`src/rtl/divchain_sampler.sv`:
```
// divchain_sampler
// Divider chain (a binary up-counter whose bits serve as divided-clock taps)
// with a tap-selected sample-and-hold stage. The held sample is offered
// downstream through a valid/ack handshake.
//
// Optional feature macro: DIVCHAIN_OVERRUN_EN
//   defined   -> sticky overrun flag, set when a held sample is replaced
//                before it was acknowledged; cleared only by clr or reset.
//   undefined -> o_overrun is tied low and no overrun register exists.
//
// i_reset is asynchronous and active-low.
module divchain_sampler #(
  parameter int STAGES = 5,
  parameter int WIDTH  = 1,
  parameter int SELW   = $clog2(STAGES)
) (
  input  logic              i_clk,
  input  logic              i_reset,
  input  logic              i_en,
  input  logic              i_clr,
  input  logic [SELW-1:0]   i_sel,
  input  logic [WIDTH-1:0]  i_din,
  input  logic              i_ack,
  output logic [STAGES-1:0] o_taps,
  output logic [WIDTH-1:0]  o_dout,
  output logic              o_valid,
  output logic              o_overrun
);

  logic [STAGES-1:0] r_taps;
  logic [WIDTH-1:0]  r_dout;
  logic              r_valid;

  logic [STAGES-1:0] w_taps_next;
  logic [SELW-1:0]   w_sel_eff;
  logic [STAGES-1:0] w_mask;
  logic              w_event;

  // Incrementing the whole chain is the same as the toggle rule: stage k
  // flips exactly when every lower stage becomes 0 after carrying.
  assign w_taps_next = r_taps + STAGES'(1);

  // Out-of-range selects fall back to the slowest tap. The compare is done
  // at 32 bits so STAGES = 2**SELW does not truncate the bound.
  assign w_sel_eff = (32'(i_sel) >= 32'(STAGES)) ? SELW'(STAGES - 1) : i_sel;

  // Mask covering bits [s:0] of the chain.
  always_comb begin
    w_mask = '0;
    for (int k = 0; k < STAGES; k++) begin
      w_mask[k] = (k <= int'(w_sel_eff));
    end
  end

  // An event fires on the edge that produces an all-ones tap prefix.
  assign w_event = i_en && ((w_taps_next & w_mask) == w_mask);

  // Chain advance, with clr returning it to the reset value.
  always_ff @(posedge i_clk or negedge i_reset) begin
    if (!i_reset) begin
      r_taps <= STAGES'(1);
    end else if (i_clr) begin
      r_taps <= STAGES'(1);
    end else if (i_en) begin
      r_taps <= w_taps_next;
    end
  end

  // Sample capture; clr leaves the held sample alone.
  always_ff @(posedge i_clk or negedge i_reset) begin
    if (!i_reset) begin
      r_dout <= '0;
    end else if (!i_clr && w_event) begin
      r_dout <= i_din;
    end
  end

  // Handshake: a new sample always wins over a same-edge ack.
  always_ff @(posedge i_clk or negedge i_reset) begin
    if (!i_reset) begin
      r_valid <= 1'b0;
    end else if (i_clr) begin
      r_valid <= 1'b0;
    end else if (w_event) begin
      r_valid <= 1'b1;
    end else if (r_valid && i_ack) begin
      r_valid <= 1'b0;
    end
  end

`ifdef DIVCHAIN_OVERRUN_EN
  logic r_overrun;

  // Sticky overrun: a held sample replaced without an ack on that edge.
  always_ff @(posedge i_clk or negedge i_reset) begin
    if (!i_reset) begin
      r_overrun <= 1'b0;
    end else if (i_clr) begin
      r_overrun <= 1'b0;
    end else if (w_event && r_valid && !i_ack) begin
      r_overrun <= 1'b1;
    end
  end

  assign o_overrun = r_overrun;
`else
  assign o_overrun = 1'b0;
`endif

  assign o_taps  = r_taps;
  assign o_dout  = r_dout;
  assign o_valid = r_valid;

endmodule

```
`config.mk`:
```
export PLATFORM = sky130hd
export DESIGN_NAME = divchain_sampler
export DESIGN_NICKNAME = d
export VERILOG_FILES = /design/src/rtl/divchain_sampler.sv
export SDC_FILE = /design/constraint.sdc
export NUM_CORES = 1
export LEC_CHECK = 0
export CORE_AREA = 2 2 39 41
export CTS_CLUSTER_SIZE = 24
export DETAILED_ROUTE_END_ITERATION = 16
export DIE_AREA = 0 0 41 43
export HOLD_SLACK_MARGIN = 0.15
export PLACE_DENSITY = 0.63
export REMOVE_ABC_BUFFERS = 1
export SYNTH_ARGS = -nofsm -noshare
export SYNTH_HDL_FRONTEND = slang
export SYNTH_SLANG_ARGS = --single-unit
```
`constraint.sdc`:
```
create_clock -name i_clk -period 2.1 [get_ports i_clk]
set_clock_uncertainty 0.05 [all_clocks]
set_input_delay 0.21 -clock i_clk [delete_from_list [all_inputs] [get_ports i_clk]]
set_output_delay 0.21 -clock i_clk [all_outputs]
set_load 0.005 [all_outputs]
```
; Word-level counts from Yosys, hierarchy flattened
; Index checks and enable logic that the tools add are counted.
[word_totals]
ff_bits = 7
latchBits = 0
ram_bits = 0
mem_bits_ro = 0
input_bits = 9
output_inout_bits = 8
wordCells = 23
n_memories = 0
[classes]
addsub = 1
n_mul = 0
n_div = 0
magnitude_cmp = 5
n_eq_ne = 1
n_shift = 0
muxes = 6
bitwise_logic = 1
n_reduce_logical = 6
[ops]
columns = op, count
row1 = 2-to-1 mux 5 bit, 2
row2 = "less-or-equal comparator 2 x 3 -> 1 bit, first input constant", 2
row3 = "adder 5 x 1 -> 5 bit, second input constant", 1
row4 = AND 5 bit, 1
row5 = == test 5 bit, 1
row6 = ">= comparator 3 bit, second input constant", 1
row7 = "less-or-equal comparator 1 x 3 -> 1 bit, first input constant", 1
row8 = "less-or-equal comparator 3 bit, first input constant", 1
row9 = logical AND 1 bit, 3
row10 = 2-to-1 mux 1 bit, 3
row11 = 2-to-1 mux 3 bit, 1
row12 = nonzero test 3 bit, 1
row13 = nonzero test 2 bit, 1
row14 = logical NOT 1 bit, 1

; Logic depth before layout (Yosys ltp)
; Gate-level depths: netlist (run 1).
[logic_depth]
ltp_word = 8
mapped_depth = 5
mapped_depth_nobuf = 5

; Worst setup path after synthesis (run 1)
; No wires, ideal clock.
[synth_path]
path_kind = register to register
startpoint = register r_taps[0], in the netlist o_taps[0]
endpoint = register r_dout, in the netlist o_dout
setup_time_ns = 0.136
t_arrival_ns = 1.383
required_ns = 1.914
slack_ns = 0.531
path_stages_with_launch = 6
path_buffers = 0
period_less_slack_ns = 1.569
cell_sequence = dfstp_2 > ha_1 > xor2_1 > a21oi_1 > o41ai_2 > o211ai_2
[synth_via]
elab_chain_cells = 5
[synth_lines]
columns = element, line_no
row1 = "start, declared", 30  ; logic [STAGES-1:0] r_taps;
row2 = "start signal, assigned", 65  ; r_taps <= w_taps_next;
row3 = adder 5 x 1 -> 5 bit, 41  ; assign w_taps_next = r_taps + STAGES'(1);
row4 = AND 5 bit, 56  ; assign w_event = i_en && ((w_taps_next & w_mask) == w_mask);
row5 = == test 5 bit, 56
row6 = logical AND 1 bit, 56
row7 = logical AND 1 bit, 73  ; end else if (!i_clr && w_event) begin
row8 = "end signal, assigned", 74  ; r_dout <= i_din;
row9 = "end, declared", 31  ; logic [WIDTH-1:0] r_dout;
; No other way between the ends.
; A chain may end at the register's enable or synchronous reset.

; Final worst setup path (run 1)
; Ends and elaborated chain as after synthesis.

==> reports/qor.tcl, run 1 <==
set qor(netlist_instances) 50
set qor(holdCritPathClass) {in2async}
set qor(synth-edff-count) 0
set qor(worst_skew_pair.late_latency_ns) 0.24
set qor(die-area_um2) 1763
set qor(die_h_um) 43
set qor(synth_top_family_by_area) {simple AND/OR/NAND/NOR gates}
set qor(drtAntennaViolNets) 0
set qor(layout-area-overhead-vs-synth_pct) 36.10
set qor(synth-adder-area-share) 0.02597
set qor(ios) 17
set qor(grt.overflow.total) 0
set qor(ctsHoldBuffers) 0
set qor(finalCoreUtilization) 0.4738
set qor(worstReg2RegEnd) {o_dout$_DFFE_PN0P_}
set qor(synth-seq-area-share) 0.3662
set qor(timing_hold_violations_final) 0
set qor(cp-start-kind) {flip-flop}
set qor(detailroute.via_count) 405
set qor(placement_rows) 14
set qor(synth-compound-area-share) 0.1818
set qor(cts_setup_buffers) 0
set qor(wl_per_cell_um) 11.72
set qor(cts_num_sinks) 7
set qor(viasPerCell) 4.939
set qor(groute.usage.overall) 0.1327
set qor(setup_repair_after_global_routing_missed_its_margin) {no}
set qor(critPathRequiredTime_ns) 2.17
set qor(synth_top_flop_cell) {sky130_fd_sc_hd__dfrtp_1}
set qor(max_cap_violations) 0
set qor(core_um2) 1384
set qor(cp_cell_sequence) {ha_1 -> a21boi_0 -> o221ai_1 -> o211a_1 -> o211ai_2}
set qor(layout.cells.most_common_list) {15 x sky130_fd_sc_hd__clkdlybuf4s50_1, 6 x sky130_fd_sc_hd__nor2_1, 6 x sky130_fd_sc_hd__dfrtp_1}
set qor(synth_warnings) 0
set qor(critical-path-top-delay-family) {compound AO/OA/AOI/OAI gates}
set qor(detail_route.wirelength_um) 961
set qor(ctsHtreeMaxLevel) 1
set qor(post-route-drc-count) 0
set qor(path_clk_slew_ns) 0.05
set qor(max_freq_mhz) 593.0
set qor(r2r-start) {o_taps[0]$_DFFE_PN1P_}
set qor(critPathArrivalTime_ns) 1.75
set qor(synth_simple_gate_area_share) 0.2701
set qor(detail_route.iter0.violations) 4
set qor(power.density_cell_area_nw_per_um2) 529.3
set qor(placement.io_buffers) 15
set qor(worst-r2r-setup-slack_ns) 0.41
set qor(post_route_cells_drive_above_1_share) 0.1061
set qor(vdd_drop_max_mv) 0.2534
set qor(post_synth_num_cell_types) 31
set qor(mostFrequentLayoutCell) {sky130_fd_sc_hd__clkdlybuf4s50_1}
set qor(final_number_of_setup_violating_endpoints) 0
set qor(grt_pass1_vias) 374
set qor(slowest_stage) {sky130_fd_sc_hd__dfstp_2}
set qor(cp_slowest_stage_delay_ns) 0.60
set qor(p_leak_uw) 0.0002705
set qor(ff2ff_path_depth) 5
set qor(grt_antenna_before_repair) 0
set qor(worst-path-buf-inv) 0
set qor(global_route_wire_length_before_repair_mm) 1.552
set qor(synth_mux_area_frac) 0.02078
set qor(critical_path_class) {reg2reg}
set qor(chipWidth_um) 41
set qor(largest_net_degree_at_the_start_of_global_routing) 10
set qor(setup_tns_ns) 0
set qor(avgSynthCellArea_um2) 9.634
set qor(cts_made_buffers) 3
set qor(post_cts_resize_count) 0
set qor(floorplan.initialDensity) 0.3481
set qor(gp_congestion) 0.7138
set qor(antenna-diode-count) 0
set qor(worstPathMaxFanout) 7
set qor(min_period_over_period) 0.8030
set qor(synthArstFlopShare) 1.000
set qor(final_nets) 77
set qor(min_period_ns) 1.686
set qor(synth_area_um2) 481.7
set qor(synthXorXnorAreaFrac) 0.07273
set qor(cts-root-buf) {sky130_fd_sc_hd__clkbuf_4}
set qor(setup.worst_path.end_class) {flip-flop}
set qor(dp_hpwl_um) 752.4
set qor(first_pass_iters) 4
set qor(yosys_register_bits) 7
set qor(cts_tree) {done}
set qor(timing.final.max_slew_violations) 0
set qor(cts.path.max_buffers) 2
set qor(status) {finished, final reports clean}
==> power by group <==
part	switching, µW	total (µW)	leakage [µW]	internal, µW
clock network	46.7	119	0.0000150	72.3
logic	31.8	73.5	0.000167	41.7
registers	12.6	155	0.0000880	142
==> state kept, by name, summed over array words and instances, names as in the netlist <==
name and count:
o_taps 5, o_dout 1, o_valid 1
==> per-stage QoR <==
stage               worst slack, ns  instances  hold slack, ns  total power [µW]  cell area, µm²
floorplan                    0.5306         47         -0.1356             189.2           459.2
global placement             0.4340         78          0.4406             229.6           629.4
detailed placement           0.4328         78          0.4410             229.8           629.4
CTS                          0.4113         82          0.1730             352.9           655.6
global route                 0.3116         82          0.1976             368.0           655.6
finish                       0.4137         82          0.1819             347.1           655.6
==> logic make-up (layout without fill, tap and decap cells) <==
family	after synthesis	after routing
and+or+nand+nor	22	22
adders and majority gates	1	1
xor gates and xnor gates	4	4
other	1	1
AOI/OAI and AO/OA	10	10
buffers and inverters	4	20
muxes	1	1
DFF	7	7
==> metal layers <==
metal	track usage	wire (µm)
met4	0.06000	0
met1	0.1987	490
met3	0.04712	49
met5	0	0
met2	0.1656	421
==> worst max-delay path by stage <==
stage / startpoint / endpoint / cells after the start
2_1_floorplan: o_taps[0]$_DFFE_PN1P_ / o_dout$_DFFE_PN0P_ / 5
3_3_place_gp: o_taps[0]$_DFFE_PN1P_ / o_dout$_DFFE_PN0P_ / 5
3_5_place_dp: o_taps[0]$_DFFE_PN1P_ / o_dout$_DFFE_PN0P_ / 5
4_1_cts: o_taps[0]$_DFFE_PN1P_ / o_dout$_DFFE_PN0P_ / 5
5_1_grt: o_taps[0]$_DFFE_PN1P_ / o_dout$_DFFE_PN0P_ / 5
6_report: o_taps[0]$_DFFE_PN1P_ / o_dout$_DFFE_PN0P_ / 5
==> cell usage after synthesis, drive strengths merged, types with 2 or more instances <==
library cell  instances  share of area
nand2                 4          0.031
nand2b                2          0.026
xor2                  3          0.055
dfrtp                 6           0.31
nand4                 2          0.026
buf                   2          0.039
nand3b                2          0.031
nor2                  6          0.047
a21oi                 2          0.021
==> area by class of cell <==
type | count | area [µm²]
timing repair buffer | 15 | 150.1
multi-input combinational | 39 | 279.0
fill | 143 | 728.2
tap | 16 | 20.02
clock buffer | 4 | 26.28
inverter | 1 | 3.754
sequential | 7 | 176.4
No activity file was read; power rests on OpenSTA's default activity.
==> inputs of run 2 (changes only) <==
Clock period 2.1 ns to 1.6 ns, I/O delays scaled along.
==> run 2 against run 1 <==
Sequential share of layout area fell by 2.4 points. Cell count rose by 6.1%. Critical path depth did not move. Total power rose by 41%. Critical path type unchanged. Critical endpoint unchanged.
==> reports/qor.tcl, run 2 (synthesis results as in run 1) <==
set qor(worstPathMaxFanout) 5 ;# was 7
set qor(detail_route.iter0.violations) 7 ;# was 4
set qor(cp-start-kind) {flip-flop} ;# unchanged
set qor(chipWidth_um) 41 ;# unchanged
set qor(setup.worst_path.end_class) {flip-flop} ;# unchanged
set qor(setup_repair_after_global_routing_missed_its_margin) {yes} ;# was no
set qor(layout.cells.most_common_list) {14 x sky130_fd_sc_hd__clkdlybuf4s50_1, 6 x sky130_fd_sc_hd__nor2_1, 5 x sky130_fd_sc_hd__dfrtp_1} ;# was 15 x sky130_fd_sc_hd__clkdlybuf4s50_1, 6 x sky130_fd_sc_hd__nor2_1, 6 x sky130_fd_sc_hd__dfrtp_1
set qor(vdd_drop_max_mv) 0.3585 ;# was 0.2534 mV
set qor(timing_hold_violations_final) 0 ;# unchanged
set qor(grt.overflow.total) 0 ;# unchanged
set qor(detail_route.wirelength_mm) 1.125 ;# was 961 µm
set qor(detailroute.via_count) 428 ;# was 405
set qor(layout-area-overhead-vs-synth_pct) 50.39 ;# was 36.10%
set qor(floorplan.initialDensity) 0.3481 ;# unchanged
set qor(placement_rows) 14 ;# unchanged
set qor(finalCoreUtilization) 0.5235 ;# was 0.4738
set qor(critical_path_class) {reg2reg} ;# unchanged
set qor(final_nets) 82 ;# was 77
set qor(timing.final.max_slew_violations) 0 ;# unchanged
set qor(status) {finished, final reports clean} ;# unchanged
set qor(viasPerCell) 4.920 ;# was 4.939
set qor(grt_antenna_before_repair) 0 ;# unchanged
set qor(cts_tree) {done} ;# unchanged
set qor(die_h_um) 43 ;# unchanged
set qor(grt_pass1_vias) 380 ;# was 374
set qor(share_clk_of_total_power) 0.330 ;# was 0.343
set qor(die-area_um2) 1763 ;# unchanged
set qor(post_route_cells_drive_above_1_share) 0.2254 ;# was 0.1061
set qor(cts-root-buf) {sky130_fd_sc_hd__clkbuf_4} ;# unchanged
set qor(combPwrFrac) 0.264 ;# was 0.212
set qor(power_switching_share) 0.2761 ;# was 0.2623
set qor(mostFrequentLayoutCell) {sky130_fd_sc_hd__clkdlybuf4s50_1} ;# unchanged
set qor(place_worst_setup_slack_ns) 0.02428 ;# was 0.4328 ns
set qor(min_period_ns) 1.551 ;# was 1.686 ns
set qor(switchingPower_uw) 135.2 ;# was 91.03 µW
set qor(critPathArrivalTime_ns) 1.62 ;# was 1.75 ns
set qor(first_pass_iters) 2 ;# was 4
set qor(power_uw) 489.9 ;# was 347.1 µW
set qor(global_route_wire_length_before_repair_mm) 1.676 ;# was 1.552 mm
set qor(placement.io_buffers) 15 ;# unchanged
set qor(cts_setup_buffers) 0 ;# unchanged
set qor(cts_made_buffers) 3 ;# unchanged
set qor(max_freq_mhz) 644.6 ;# was 593.0 MHz
set qor(max_cap_violations) 0 ;# unchanged
set qor(wl_per_cell_um) 12.93 ;# was 11.72 µm
set qor(power.sequential.fraction) 0.406 ;# was 0.445
set qor(cts.path.max_buffers) 2 ;# unchanged
set qor(post-route-drc-count) 0 ;# unchanged
set qor(critPathRequiredTime_ns) 1.67 ;# was 2.17 ns
set qor(cts_num_sinks) 7 ;# unchanged
set qor(power.internal_uw) 354.7 ;# was 256.0 µW
set qor(path_clk_slew_ns) 0.05 ;# about the same
set qor(p_leak_uw) 0.0002935 ;# was 0.0002705 µW
set qor(ios) 17 ;# unchanged
set qor(core_um2) 1384 ;# unchanged
set qor(holdCritPathClass) {reg2reg} ;# was in2async
set qor(largest_net_degree_at_the_start_of_global_routing) 10 ;# unchanged
set qor(largest_register_ff_count) 5 ;# unchanged
set qor(min_period_over_period) 0.9696 ;# was 0.8030
set qor(ctsHtreeMaxLevel) 1 ;# unchanged
set qor(final_number_of_setup_violating_endpoints) 0 ;# unchanged
set qor(drtAntennaViolNets) 0 ;# unchanged
set qor(gp_congestion) 0.7835 ;# was 0.7138
set qor(groute.usage.overall) 0.1434 ;# was 0.1327
set qor(antenna-diode-count) 0 ;# unchanged
set qor(worst_slack_ns) 0.04871 ;# was 0.4137 ns
set qor(power.density_cell_area_nw_per_um2) 676.3 ;# was 529.3 nW/µm²
set qor(worst_skew_pair.late_latency_ns) 0.25 ;# was 0.24 ns
==> run 2: cell count changes in the layout (fill, tap and decap cells not counted), sizes merged <==
cell / change
clkdlybuf4s50: -1
buf: +4
dlygate4sd3: +1
dlygate4sd2: +1
==> run 2: power groups by stage <==
| stage | Sequential (µW) | Combinational [µW] | Clock [µW] |
|---|---|---|---|
| 2_1_floorplan | 204 | 44.5 | 0 |
| 3_3_place_gp | 198 | 115 | 0 |
| 3_5_place_dp | 198 | 115 | 0 |
| 4_1_cts | 195 | 117 | 169 |
| 5_1_grt | 199 | 143 | 179 |
| 6_report | 199 | 129 | 162 |
==> run 2: worst paths after layout <==
path                                       start                    end  slack (ns)  cells after the start
max                        o_taps[0]$_DFFE_PN1P_     o_dout$_DFFE_PN0P_        0.05                      5
min                          o_valid$_DFFE_PN0P_    o_valid$_DFFE_PN0P_        0.44                      2
max reg2reg                o_taps[0]$_DFFE_PN1P_     o_dout$_DFFE_PN0P_        0.05                      5
min reg2reg                  o_valid$_DFFE_PN0P_    o_valid$_DFFE_PN0P_        0.44                      2
max in group asynchronous                i_reset  o_taps[0]$_DFFE_PN1P_        0.53                      2
min in group asynchronous                i_reset  o_taps[1]$_DFFE_PN0P_        0.68                      2
==> run 2: per-stage QoR <==
| step | hold WS [ns] | TNS (ns) | cell area, µm² | std cells |
|---|---|---|---|---|
| 2_1_floorplan | -0.1856 | 0 | 459.2 | 47 |
| 3_3_place_gp | 0.4003 | 0 | 659.4 | 82 |
| 3_5_place_dp | 0.4091 | 0 | 659.4 | 82 |
| 4_1_cts | 0.4525 | 0 | 694.4 | 87 |
| 5_1_grt | 0.4829 | -0.006664 | 724.4 | 87 |
| 6_report | 0.4433 | 0 | 724.4 | 87 |
==> run 2: cell type report <==
class | count | area [µm²]
fill | 128 | 659.4
multi-input combinational | 39 | 307.8
timing repair buffer | 20 | 188.9
sequential | 7 | 177.7
clock buffer | 4 | 26.28
tap | 16 | 20.02
inverter | 1 | 3.754
==> run 2: what timing repair did <==
action / 4_1_cts / 5_1_grt
hold buffers: 1 / 0
gates resized for setup: 1 / 6
hold endpoints to repair: 6 / 0
setup endpoints to repair: 1 / 3
pin swaps: 0 / 3
==> run 2: metal layers <==
layer  up-vias  part of all wire  track usage
li1        218                 -            -
met1       201              0.45       0.1902
met2         9              0.51       0.2063
met3         0             0.039      0.03141
met4         0                 0      0.08000
met5         -                 0            0
==> run 2: worst max-delay path, cell delays in order (launching register included) <==
cell	delay, ns
sky130_fd_sc_hd__dfstp_2	0.55
sky130_fd_sc_hd__ha_4	0.17
sky130_fd_sc_hd__xor2_2	0.14
sky130_fd_sc_hd__a21oi_2	0.08
sky130_fd_sc_hd__o41ai_2	0.31
sky130_fd_sc_hd__o211ai_2	0.11
==> inputs of run 3 (changes only) <==
Settings changed: CTS_BUF_LIST from default to sky130_fd_sc_hd__clkbuf_16, CTS_CLUSTER_DIAMETER from default to 120.
==> run 3 against run 2 <==
Cell count is 1.1% lower. Non-clock buffer count is 1 lower. Sequential share of layout area is 1.2 points lower. First-iteration DRC count is 43% higher. Clock-buffer cell count is 1 lower. Critical path type is now reg2out.
==> reports/qor.tcl, run 3 (synthesis results as in run 1) <==
set qor(status) {finished, final reports clean} ;# unchanged
set qor(die-area_um2) 1763 ;# unchanged
set qor(p_leak_uw) 0.0003248 ;# was 0.0002935 µW
set qor(timing.final.max_slew_violations) 0 ;# unchanged
set qor(mostFrequentLayoutCell) {sky130_fd_sc_hd__clkdlybuf4s50_1} ;# unchanged
set qor(cts_tree) {done} ;# unchanged
set qor(holdCritPathClass) {in2async} ;# was reg2reg
set qor(ff2ff_path_depth) 5 ;# unchanged
set qor(power.density_cell_area_nw_per_um2) 978.4 ;# was 676.3 nW/µm²
set qor(min_period_ns) 1.555 ;# was 1.551 ns
set qor(first_pass_iters) 4 ;# was 2
set qor(multi_input_area_um2) 291.5 ;# was 307.8 µm²
set qor(worst_skew_pair.late_latency_ns) 0.23 ;# was 0.25 ns
set qor(cp_cell_sequence) {clkdlybuf4s50_1} ;# was ha_4 -> xor2_2 -> a21oi_2 -> o41ai_2 -> o211ai_2
set qor(power_uw) 740.6 ;# was 489.9 µW
set qor(grt_antenna_before_repair) 0 ;# unchanged
set qor(die_h_um) 43 ;# unchanged
set qor(largest_net_degree_at_the_start_of_global_routing) 10 ;# unchanged
set qor(drtAntennaViolNets) 0 ;# unchanged
set qor(layout-area-overhead-vs-synth_pct) 57.14 ;# was 50.39%
set qor(layout.area.seq_um2) 176.4 ;# was 177.7 µm²
set qor(final_number_of_setup_violating_endpoints) 0 ;# unchanged
set qor(largest_register_ff_count) 5 ;# unchanged
set qor(groute.usage.overall) 0.1545 ;# was 0.1434
set qor(cp_slowest_stage_delay_ns) 0.57 ;# was 0.55 ns
set qor(core_um2) 1384 ;# unchanged
set qor(cts-root-buf) {sky130_fd_sc_hd__clkbuf_16} ;# was sky130_fd_sc_hd__clkbuf_4
set qor(setup_tns_ns) 0 ;# unchanged
set qor(critical_path_class) {reg2out} ;# was reg2reg
set qor(antenna-diode-count) 0 ;# unchanged
set qor(r2r-start) {o_taps[0]$_DFFE_PN1P_} ;# unchanged
set qor(setup_repair_after_global_routing_missed_its_margin) {no} ;# was yes
set qor(path_clk_slew_ns) 0.04 ;# was 0.05 ns
set qor(detailroute.via_count) 437 ;# was 428
set qor(timing_hold_violations_final) 0 ;# unchanged
set qor(chipWidth_um) 41 ;# unchanged
set qor(ctsHoldBuffers) 0 ;# was 1
set qor(ctsHtreeMaxLevel) 1 ;# unchanged
set qor(setup.worst_path.end_class) {output pin} ;# was flip-flop
set qor(wl_per_cell_um) 13.43 ;# was 12.93 µm
set qor(floorplan.initialDensity) 0.3481 ;# unchanged
set qor(cts_made_buffers) 3 ;# unchanged
set qor(worst-path-buf-inv) 1 ;# was 0
set qor(cp-start-kind) {flip-flop} ;# unchanged
set qor(ios) 17 ;# unchanged
set qor(detail_route.wirelength_mm) 1.155 ;# was 1.125 mm
set qor(vdd_drop_max_mv) 0.5880 ;# was 0.3585 mV
set qor(worstReg2RegEnd) {o_dout$_DFFE_PN0P_} ;# unchanged
set qor(placement.io_buffers) 15 ;# unchanged
set qor(global_route_wire_length_before_repair_mm) 1.759 ;# was 1.676 mm
set qor(viasPerCell) 5.081 ;# was 4.920
set qor(critPathRequiredTime_ns) 1.39 ;# was 1.67 ns
set qor(grt.overflow.total) 0 ;# unchanged
set qor(dr_wl_met2_um) 586 ;# was 573 µm
set qor(worst-r2r-setup-slack_ns) 0.06 ;# was 0.05 ns
set qor(detail_route.iter0.violations) 10 ;# was 7
set qor(critPathArrivalTime_ns) 1.34 ;# was 1.62 ns
set qor(placement_rows) 14 ;# unchanged
set qor(max_cap_violations) 0 ;# unchanged
set qor(layout.cells.most_common_list) {14 x sky130_fd_sc_hd__clkdlybuf4s50_1, 6 x sky130_fd_sc_hd__nor2_1, 6 x sky130_fd_sc_hd__dfrtp_1} ;# was 14 x sky130_fd_sc_hd__clkdlybuf4s50_1, 6 x sky130_fd_sc_hd__nor2_1, 5 x sky130_fd_sc_hd__dfrtp_1
set qor(grt_pass1_vias) 407 ;# was 380
set qor(cts.path.max_buffers) 2 ;# unchanged
set qor(gp_congestion) 0.7835 ;# unchanged
set qor(min_period_over_period) 0.9717 ;# was 0.9696
set qor(post-route-drc-count) 0 ;# unchanged
set qor(fillers) 116 ;# was 128
set qor(cts_num_sinks) 7 ;# unchanged
set qor(slowest_stage) {sky130_fd_sc_hd__clkdlybuf4s50_1} ;# was sky130_fd_sc_hd__dfstp_2
set qor(post_route_cells_drive_above_1_share) 0.1714 ;# was 0.2254
set qor(max_freq_mhz) 643.2 ;# was 644.6 MHz
set qor(m1_wl_um) 495 ;# was 507 µm
set qor(worstPathMaxFanout) 9 ;# was 5
set qor(met3RoutedLength_um) 74 ;# was 44 µm
set qor(final_nets) 81 ;# was 82
set qor(critical-path-top-delay-family) {buffers and inverters} ;# was flip-flops
set qor(maxUsedRoutingLayer) {met3} ;# unchanged
## run 3: final cells by class
cell class | instances | share of cell area
clock inverters | 1 | 0.004959
inverters | 1 | 0.004959
clock buffers | 3 | 0.09917
repair buffers | 19 | 0.2463
flip-flops and latches | 7 | 0.2331
multi-input cells | 39 | 0.3851
well taps | 16 | 0.02645
## run 3: worst reg2reg max path, cell delays in order (launching register included)
cell and delay (ns):
sky130_fd_sc_hd__dfstp_2 0.55, sky130_fd_sc_hd__ha_4 0.16, sky130_fd_sc_hd__xor2_1 0.16, sky130_fd_sc_hd__a21oi_1 0.12, sky130_fd_sc_hd__o41ai_2 0.25, sky130_fd_sc_hd__o211ai_2 0.13
## run 3: metal layers
| layer | global-route usage | up-vias |
|---|---|---|
| li1 | - | 216 |
| met1 | 0.1902 | 205 |
| met2 | 0.2313 | 16 |
| met3 | 0.04712 | 0 |
| met4 | 0.08000 | 0 |
| met5 | 0 | - |
## run 3: where the power goes
group	total, µW	switching, µW	internal (µW)
registers	199	12.0	187
logic	123	52.5	70.1
clock network	419	94.0	325
total	741	159	582
## run 3: stage by stage
step	hold slack, ns	utilization	std cells	setup slack [ns]	instance area [µm²]
6_report	0.1519	0.5470	86	0.04526	757.0
3_5_place_dp	0.4091	0.4765	82	0.02428	659.4
2_1_floorplan	-0.1856	-	47	0.03058	459.2
3_3_place_gp	0.4003	0.4765	82	0.02720	659.4
4_1_cts	0.1607	0.5380	86	0.009059	744.5
5_1_grt	0.1827	0.5470	86	0.001938	757.0
## run 3: timing repair
action / in CTS / in global routing
setup endpoints to repair: 2 / 3
pin swaps: 0 / 3
gates resized for setup: 2 / 3
setup buffers: 0 / 0
## run 3: how the worst max path moves through the flow
stage                           from                 end  slack [ns]  cells after the start
5_1_grt        o_taps[2]$_DFFE_PN0P_           o_taps[2]       0.002                      1
4_1_cts        o_taps[0]$_DFFE_PN1P_  o_dout$_DFFE_PN0P_       0.009                      5
3_3_place_gp   o_taps[0]$_DFFE_PN1P_  o_dout$_DFFE_PN0P_        0.03                      5
2_1_floorplan  o_taps[0]$_DFFE_PN1P_  o_dout$_DFFE_PN0P_        0.03                      5
3_5_place_dp   o_taps[0]$_DFFE_PN1P_  o_dout$_DFFE_PN0P_        0.02                      5
6_report       o_taps[2]$_DFFE_PN0P_           o_taps[2]        0.05                      1
